[src/rtl/lfsr_scrambler_pkg.sv]
// Shared types and constants for the parametrised LFSR scrambler.
package lfsr_scrambler_pkg;

    typedef enum logic [1:0] {
        MODE_ADD  = 2'b00,
        MODE_RSVD = 2'b01,
        MODE_MSCR = 2'b10,
        MODE_MDSC = 2'b11
    } mode_e;

    localparam logic [31:0] DEFAULT_TAP_MASK = 32'h0000_0063;
    localparam logic [31:0] DEFAULT_SEED_RST = 32'h0000_0001;

    function automatic logic parity(input logic [63:0] v);
        return ^v;
    endfunction

endpackage

[src/rtl/lfsr_step.sv]
// One combinational LFSR bit step for additive, multiplicative scramble and descramble modes.
module lfsr_step
    import lfsr_scrambler_pkg::*;
#(
    parameter int unsigned      WIDTH    = 32,
    parameter logic [WIDTH-1:0] TAP_MASK = WIDTH'(DEFAULT_TAP_MASK)
) (
    input  logic [WIDTH-1:0] state,
    input  logic             data_bit,
    input  logic [1:0]       mode,
    output logic [WIDTH-1:0] next_state,
    output logic             out_bit
);

    logic fb;

    always_comb begin
        fb         = parity(64'(state & TAP_MASK));
        out_bit    = data_bit ^ state[0];
        next_state = {fb, state[WIDTH-1:1]};
        case (mode_e'(mode))
            MODE_MSCR: begin
                out_bit    = data_bit ^ fb;
                next_state = {out_bit, state[WIDTH-1:1]};
            end
            MODE_MDSC: begin
                out_bit    = data_bit ^ fb;
                next_state = {data_bit, state[WIDTH-1:1]};
            end
            default: ;
        endcase
    end

endmodule

[src/rtl/lfsr_scrambler_param.sv]
// Parametrised LFSR scrambler/descrambler with seed load and all-zero lockup flag.
// Define SCRAMBLER_LOCKUP_RECOVER_EN to reseed an all-zero additive state automatically.
module lfsr_scrambler_param
    import lfsr_scrambler_pkg::*;
#(
    parameter int unsigned      WIDTH    = 32,
    parameter logic [WIDTH-1:0] TAP_MASK = WIDTH'(DEFAULT_TAP_MASK),
    parameter int unsigned      DATA_W   = 1,
    parameter logic [WIDTH-1:0] SEED_RST = WIDTH'(DEFAULT_SEED_RST)
) (
    input  logic              clock,
    input  logic              reset,
    input  logic [1:0]        mode,
    input  logic              seed_load,
    input  logic [WIDTH-1:0]  seed,
    input  logic              in_valid,
    input  logic [DATA_W-1:0] in_data,
    output logic              out_valid,
    output logic [DATA_W-1:0] out_data,
    output logic [WIDTH-1:0]  state_out,
    output logic              lockup
);

    logic [WIDTH-1:0]             state_q, state_d, start_state;
    logic [DATA_W:0][WIDTH-1:0]   chain;
    logic [DATA_W-1:0]            word_out;
    logic [DATA_W-1:0]            out_data_q, out_data_d;
    logic                         out_valid_q;
    logic                         lockup_q, lockup_d;
    logic                         additive;

    assign additive = ~mode[1];

`ifdef SCRAMBLER_LOCKUP_RECOVER_EN
    assign start_state = (additive && state_q == '0) ? SEED_RST : state_q;
`else
    assign start_state = state_q;
`endif

    assign chain[0] = start_state;

    for (genvar i = 0; i < DATA_W; i++) begin : g_step
        lfsr_step #(
            .WIDTH    (WIDTH),
            .TAP_MASK (TAP_MASK)
        ) u_step (
            .state      (chain[i]),
            .data_bit   (in_data[i]),
            .mode       (mode),
            .next_state (chain[i+1]),
            .out_bit    (word_out[i])
        );
    end

    always_comb begin
        state_d    = state_q;
        out_data_d = out_data_q;
        if (seed_load) begin
            state_d = seed;
        end else if (in_valid) begin
            state_d = chain[DATA_W];
        end
        if (in_valid) begin
            out_data_d = word_out;
        end
`ifdef SCRAMBLER_LOCKUP_RECOVER_EN
        // Flag only the transition into zero so the flag is a single-cycle pulse.
        lockup_d = additive && (state_d == '0) && ((state_q != '0) || seed_load);
`else
        lockup_d = additive && (state_d == '0);
`endif
    end

    always_ff @(posedge clock) begin
        if (reset) begin
            state_q     <= SEED_RST;
            out_valid_q <= 1'b0;
            out_data_q  <= '0;
            lockup_q    <= 1'b0;
        end else begin
            state_q     <= state_d;
            out_valid_q <= in_valid;
            out_data_q  <= out_data_d;
            lockup_q    <= lockup_d;
        end
    end

    assign out_valid = out_valid_q;
    assign out_data  = out_data_q;
    assign state_out = state_q;
    assign lockup    = lockup_q;

endmodule

[config.mk]
export PLATFORM = sky130hd
export DESIGN_NAME = lfsr_scrambler_param
export DESIGN_NICKNAME = d
export VERILOG_FILES = /design/src/rtl/lfsr_scrambler_pkg.sv /design/src/rtl/lfsr_step.sv /design/src/rtl/lfsr_scrambler_param.sv
export SDC_FILE = /design/constraint.sdc
export NUM_CORES = 1
export LEC_CHECK = 0
export BUFFER_PORTS_ARGS = -buffer_cell sky130_fd_sc_hd__buf_2
export CORE_MARGIN = 5
export CORE_UTILIZATION = 49
export DETAILED_ROUTE_END_ITERATION = 7
export GPL_TIMING_DRIVEN = 0
export MAX_ROUTING_LAYER = met4
export PLACE_DENSITY_LB_ADDON = 0.3
export SKIP_CTS_REPAIR_TIMING = 1
export SLEW_MARGIN = 10
export SYNTH_ARGS = -nofsm -noshare
export SYNTH_HDL_FRONTEND = slang
export SYNTH_SLANG_ARGS = --single-unit
[constraint.sdc]
create_clock -name clock -period 2.3 [get_ports clock]
set_input_delay 0.345 -clock clock [delete_from_list [all_inputs] [get_ports clock]]
set_output_delay 0.345 -clock clock [all_outputs]
set_load 0.02 [all_outputs]
# Word level (Yosys, flattened, before mapping)
# Index checks and enable logic that the tools add are counted.
[word_totals] ff_bits=35 input_bits=39 output_inout_bits=35 word_cells=17
[classes] eq_ne=2 n_mux=4 bitwise=3 reduce_logical=4
[ops] operator="two-way mux 32 bit" count=2
[ops] operator="one-hot mux 32 bit (2 select lines)" count=1
[ops] operator="XOR reduction 64 bit" count=1
[ops] operator="logical NOT 32 bit" count=1
[ops] operator="== test 2 bit (second input constant)" count=2
[ops] operator="OR reduction 2 bit" count=1
[ops] operator="XOR 1 bit" count=2
[ops] operator="logical AND 1 bit" count=1
[ops] operator="two-way mux 1 bit" count=1
[ops] operator="inverter 1 bit" count=1

# Depth between registers and ports, before layout
# Gate-level depths: netlist of the first run.
[depth] word_depth=7 depth_mapped=8 ltp_nobuf=5

# Modules after synthesis
# A second synthesis of the first run with hierarchy kept.
[hier_totals] cells_unflattened=241 hier_area_um2=2247.2
[by_module_without_submodules] module="lfsr_scrambler_param" instances=1 cells_each=198 area_each_um2=1914.3 seq_area_each_um2=700.7
[by_module_without_submodules] module="lfsr_step" instances=1 cells_each=43 area_each_um2=332.8 seq_area_each_um2=0.0

# Worst setup path after synthesis of the first run
# OpenSTA, ideal clock, no wires.
[synth_timing] kind="input -> register" start="in seed_load" end="reg lockup_q, in the netlist lockup" setup_time_ns=0.079 t_arrival_ns=1.817 required_time_ns=2.221 slack_ns=0.403 cell_stages=6 n_path_buf=2 cell_sequence="buf_2 buf_2 mux2i_1 nand4_1 or4_1 a211oi_2"
[synth_via] elab_chain_len=3
[synth_lines] element="start, declared" line="lfsr_scrambler_param.sv:14" source="input logic seed_load,"
[synth_lines] element="two-way mux 32 bit" line="lfsr_scrambler_param.sv:58" source="if (seed_load) begin"
[synth_lines] element="logical NOT 32 bit" line="lfsr_scrambler_param.sv:70" source="lockup_d = additive && (state_d == '0);"
[synth_lines] element="logical AND 1 bit" line="lfsr_scrambler_param.sv:70"
[synth_lines] element="end signal, assigned" line="lfsr_scrambler_param.sv:84" source="lockup_q <= lockup_d;"
[synth_lines] element="end, declared" line="lfsr_scrambler_param.sv:29" source="logic lockup_q, lockup_d;"
# No other way between the ends.
# A chain may end at the register's enable or synchronous reset.

# Worst setup path after layout of the first run
[layout_timing] start="in in_valid" end="reg lockup_q, in the netlist lockup"
[layout_via] elab_chain_len=4
[layout_lines] element="start, declared" line="lfsr_scrambler_param.sv:16" source="input logic in_valid,"
[layout_lines] element="two-way mux 32 bit" line="lfsr_scrambler_param.sv:60" source="end else if (in_valid) begin"
[layout_lines] element="two-way mux 32 bit" line="lfsr_scrambler_param.sv:58"
[layout_lines] element="logical NOT 32 bit" line="lfsr_scrambler_param.sv:70"
[layout_lines] element="logical AND 1 bit" line="lfsr_scrambler_param.sv:70"
# No other way between the ends.

==> results.md, run 1 <==
- Outcome: finished clean
- VDD IR max: 423.3 uV
- Initial Utilization: 0.5165
- CTS tree: yes
- Congestion Overflow GR: 0
- Crit share post-route: 0.8096
- Layout area overhead: 27.77%
- Library cells used by synthesis: 33
- Post-Route Setup TNS: 0 ns
- Net Count, Synth: between 200 and 300
- Num CTS Buffers: 5
- Drt total wl: between 5000 and 6000 um
- R2r setup slk: 0.44 ns
- Normalized max-slew margin: 0.6621
- Final RePlAce weighted congestion: roughly 0.86
- N_diodes: 0
- Worst r2r path cells: 5
- Fin. Hold Viols: 0
- Cell taking the most area after synthesis: dfxtp_1
- Synth Flop Type: dfxtp_1
- Fin util: 0.6599
- Die height: 72.59 um
- Crit-path max FO: 10
- Clk_skew: 0.009411 ns
- Most common cell in the netlist: nor2_1
- Initial antenna violation count: 0
- Longest Clk Path Bufs: 2
- Type of the worst min-delay path: input port to flop
- Ratio of cells with drive above 1 in the final layout: 0.3322
- EDFF count, synth: 0
- Tot GR Track Use: 0.2062
- Vias in the first global route: 1775
- First-pass GRT wire length: 8321 um
- DRC errors left: 0
- Chip Width: 72.59 um
- R2R Path Start: state_out[1]
- Minimum hold slack: around 0.3 ns
- Syn avg cell area: 8.886 um2
- Detailed Route Iter0 Violations: 81
- Clk slew on worst S/H paths: ~0.080 ns
- Worst setup EP type: flop
- 1st-pass router iterations: 4
- Fmax: 537.0 MHz
- DP HPWL: about 4000 um
- Input/output buffers: 71
- H-tree depth: 2
- Final net count: 333
- R2R Path End: lockup
- Root Buffer: clkbuf_8
- #FFs+latches synth: 35
- Num rows: 22
- Antenna Violating Nets Remaining: 0
- CTS Sinks: 35
- Final setup viols: 0
- DIE AREA: 5269 um2
- Syn Std Cell Area: 1919 um2
- RSZ-0062 raised after global routing: no
- Ys Warns: 0
- Largest net degree at the start of global routing: 12
- Max-slew violations: 0
- Register area share after synthesis: 0.3651
- Critical path startpoint: in_valid
- Cells taking the most area after synthesis: dfxtp_1 (37%), mux2i_1 (17%), nor2_1 (9.4%)
- Crit path launch type: input port
- Max-Cap Viols: 0
- Cell Pwr Density: roughly 660 nW/um2
- Critical path class: input port to flop
- Core area: 3716 um2
- Insertion delay to the later sink of the worst-skew pair: 0.29 ns
- I/O Pins: 74
- Yosys top cell area share: 0.3651
- Critical path data arrival time: 2.08 ns
- Leakage dissipation: 1.222 nW
- Final Power: 1.607 mW
- DR WL/cell: 15.29 um
- Syn Inst Count: 216
- Vias per inst: 5.426
- Setup crit end: lockup
- DR vias: 1861
- Worst EP required: 2.52 ns
- Synth cell count leaders: nor2_1 (48), dfxtp_1 (35), mux2i_1 (32)
- Min Tclk post-route: 1.862 ns
- Worst-Margin Slew: 0.5068 ns
- Async set or reset register ratio after synthesis: 0
-- where the power goes --
group	switching, mW	internal [mW]
sequential	0.0355	0.645
combinational	0.198	0.150
clock	0.228	0.351
total	0.461	1.15
-- metal layers --
metal,vias to the layer above,share of wire,track usage
met4,0,0.0078,0.03689
met5,-,0,-
met2,62,0.47,0.3327
li1,920,-,-
met3,7,0.068,0.05647
met1,872,0.46,0.2612
-- worst min path at each step --
stage / start / endpoint / slack, ns / cells after the start
2_1_floorplan: seed[19] / state_out[19] / 0.49 / 2
3_3_place_gp: out_data / out_data / 0.47 / 2
3_5_place_dp: out_data / out_data / 0.50 / 2
4_1_cts: seed[22] / state_out[22] / 0.30 / 3
5_1_grt: seed[22] / state_out[22] / 0.31 / 3
6_report: seed[22] / state_out[22] / 0.30 / 3
-- through the flow --
step	area, um2	setup slack [ns]	instances
floorplan	1919	0.4032	216
global placement	2335	0.1469	335
detailed placement	2335	0.1486	335
CTS	2452	0.4395	343
global route	2452	0.3696	343
finish	2452	0.4378	343
-- worst max-delay path, stage by stage --
cell and delay [ns]:
buf_2 0.14, buf_6 0.17, mux2_1 0.35, mux2i_1 0.20
nand4_1 0.13, or4_1 0.56, a211oi_2 0.20
-- layout by cell type, fill, tap and decap left out, types with 2 or more instances in the layout --
cell type | synthesis | layout
nand4_1 | 5 | 5
mux2i_1 | 32 | 32
clkbuf_8 | 0 | 6
o21a_1 | 2 | 2
a21oi_1 | 13 | 13
buf_2 | 9 | 80
nor3b_1 | 4 | 4
nand2_1 | 8 | 8
a22oi_1 | 2 | 2
mux2_2 | 8 | 8
dfxtp_1 | 35 | 35
nor2_1 | 48 | 48
mux2_1 | 12 | 12
o21ai_0 | 3 | 3
nor3_1 | 5 | 5
xor2_1 | 3 | 3
nor4_1 | 3 | 3
clkbuf_1 | 6 | 6
nor2b_1 | 2 | 2
nand3_1 | 2 | 2
-- area by class of cell --
cell class              count  area (um2)
well taps                  48       60.06
inverters                   1       3.754
multi-input cells         164        1136
fillers                   355        1264
repair buffers             71       355.3
flip-flops and latches     35       700.7
plain buffers              16       78.83
clock inverters             2       35.03
clock buffers               6       82.58
-- cell families (layout without fill, tap and decap cells) --
| group | Yosys count | in the layout | synth area share |
|---|---|---|---|
| AO/OA/AOI/OAI | 26 | 26 | 0.08474 |
| AND/OR/NAND/NOR | 81 | 81 | 0.1923 |
| buffers and inverters | 17 | 96 | 0.04302 |
| XOR/XNOR | 5 | 5 | 0.03064 |
| flip-flops | 35 | 35 | 0.3651 |
| multiplexers | 52 | 52 | 0.2842 |
-- registers in the layout (all words and copies together), names as in the netlist --
register   flops
out_valid      1
out_data       1
state_out     32
lockup         1
Power figures use the tool's default switching activity.
==> run 2, diff against run 1 <==
- CORE_UTILIZATION: 49 -> 44
- clock period: 2.3 -> 1.7 ns (I/O delays scaled with it)
==> results.md, run 2 (synthesized netlist as in run 1, its figures left out) <==
- Ratio of cells with drive above 1 in the final layout: 0.3885
- Worst-Margin Slew: 0.5313 ns
- Leakage dissipation: 1.230 nW
- Largest register FFs: 32
- Final net count: around 340
- Worst setup EP type: flop
- Commonest non-fill, non-tap cell in the layout: buf_2
- DR vias: 1829
- Fin. Hold Viols: 0
- Reg area: 711.9 um2
- Most frequent cells in the layout: buf_2 (76), nor2_1 (48), mux2i_1 (28), dfxtp_1 (28), a21oi_1 (13)
- Crit-path max FO: 3
- Hold Crit Depth: 3
- H-tree depth: 2
- Minimum hold slack: between 0.2 and 0.25 ns
- Chip Width: ~76 um
- Layout fillers: roughly 400
- Normalized max-slew margin: 0.6458
- DRC errors left: 0
- Fin cells: 348
- Footprint of the multi-input gates: 1167 um2
- Vias in the first global route: 1777
- R2R Path End: lockup
- 1st-pass router iterations: 4
- Max-slew violations: 0
- DP HPWL: 3979 um
- Hold endpoint: state_out[21]
- Crit path launch type: flop
- R2r setup slk: -0.006 ns
- N_diodes: 0
- Failing checks: negative setup slack
- Final setup viols: 1
- Outcome: finished with violations
- Tot GR Track Use: 0.1832
- Congestion Overflow GR: 0
- I/O Pins: 74
- Critical path class: flop to flop
- Input/output buffers: 71
- First-pass GRT wire length: 8618 um
- CTS Sinks: 35
- Insertion delay to the later sink of the worst-skew pair: ~0.28 ns
- Hold_sp: seed[21]
- Placed Instances: 339
- Detailed Route Iter0 Violations: 140
- DP Worst Slack: -0.3545 ns
- Initial Utilization: 0.4470
- CTS tree: yes
- Type of the worst min-delay path: input port to flop
- Vias per inst: 5.256
- Post-Route Setup TNS: -0.006036 ns
- Num rows: 24
- VDD IR max: 515.3 uV
- Clk slew on worst S/H paths: 0.07 ns
- Crit share post-route: 1.004
- Fmax: 586.2 MHz
- Antenna Violating Nets Remaining: 0
- Largest net degree at the start of global routing: 11
- Drt total wl: between 5000 and 6000 um
- Layout area overhead: 31.36%
- Longest Clk Path Bufs: 2
- Final Power: between 1.5 and 2 mW
- Die height: 76.05 um
- Initial antenna violation count: 0
- DR WL/cell: ~15 um
- Max-Cap Viols: 0
- RSZ-0062 raised after global routing: yes
- Worst EP required: 1.91 ns
- Num CTS Buffers: 5
- Final RePlAce weighted congestion: 0.8182
- Root Buffer: clkbuf_8
- Worst r2r path cells: 5
- DIE AREA: 5783 um2
- Final setup margin: -0.006036 ns
- Min Tclk post-route: 1.706 ns
- R2R Path Start: state_out[14]
- Clk_skew: between 0.003 and 0.004 ns
- Critical path data arrival time: 1.91 ns
- Cell Pwr Density: 783.2 nW/um2
- Core area: 4294 um2
==> run 2: area by class of cell <==
type,count,share of cell area
inverters,1,0.001489
multi-input cells,164,0.4630
plain buffers,16,0.04069
well taps,52,0.02581
flip-flops and latches,35,0.2824
clock buffers,6,0.02878
repair buffers,74,0.1578
==> run 2: power breakdown <==
group | internal [mW] | switching, mW | total (mW) | leakage (nW)
Clock | 0.273 | 0.280 | 0.553 | 0.0371
Combinational | 0.227 | 0.273 | 0.500 | 0.901
Sequential | 0.874 | 0.0477 | 0.922 | 0.292
Total | 1.37 | 0.600 | 1.97 | 1.23
==> run 2: worst max path at each step <==
stage / from / end / slack, ns / cells past startpoint
floorplan: seed_load / lockup / -0.04 / 6
global placement: in_valid / lockup / -0.36 / 7
CTS: state_out[27] / lockup / -0.09 / 5
detailed placement: in_valid / lockup / -0.35 / 7
global route: state_out[31] / lockup / -0.09 / 5
finish: state_out[14] / lockup / -0.006 / 5
==> run 2: metal layers <==
metal  share of wire  vias up  global-route usage
li1                -      919                   -
met3           0.076        9             0.04728
met1            0.44      834              0.2388
met2            0.46       67              0.2834
met5               0        -                   -
met4           0.015        0             0.04448
==> run 2: worst max-delay path, cell delays in order, from the launching register on <==
cell	delay (ns)
dfxtp_2	0.33
mux2_1	0.30
mux2i_2	0.19
nand4_1	0.12
or4_4	0.54
a211oi_2	0.14
==> run 2: per-stage QoR <==
step | area, um2 | utilization
after global placement | 2344 | 0.5457
after global routing | 2521 | 0.5871
final | 2521 | 0.5871
after floorplan | 1923 | -
after detailed placement | 2344 | 0.5457
after CTS | 2416 | 0.5626
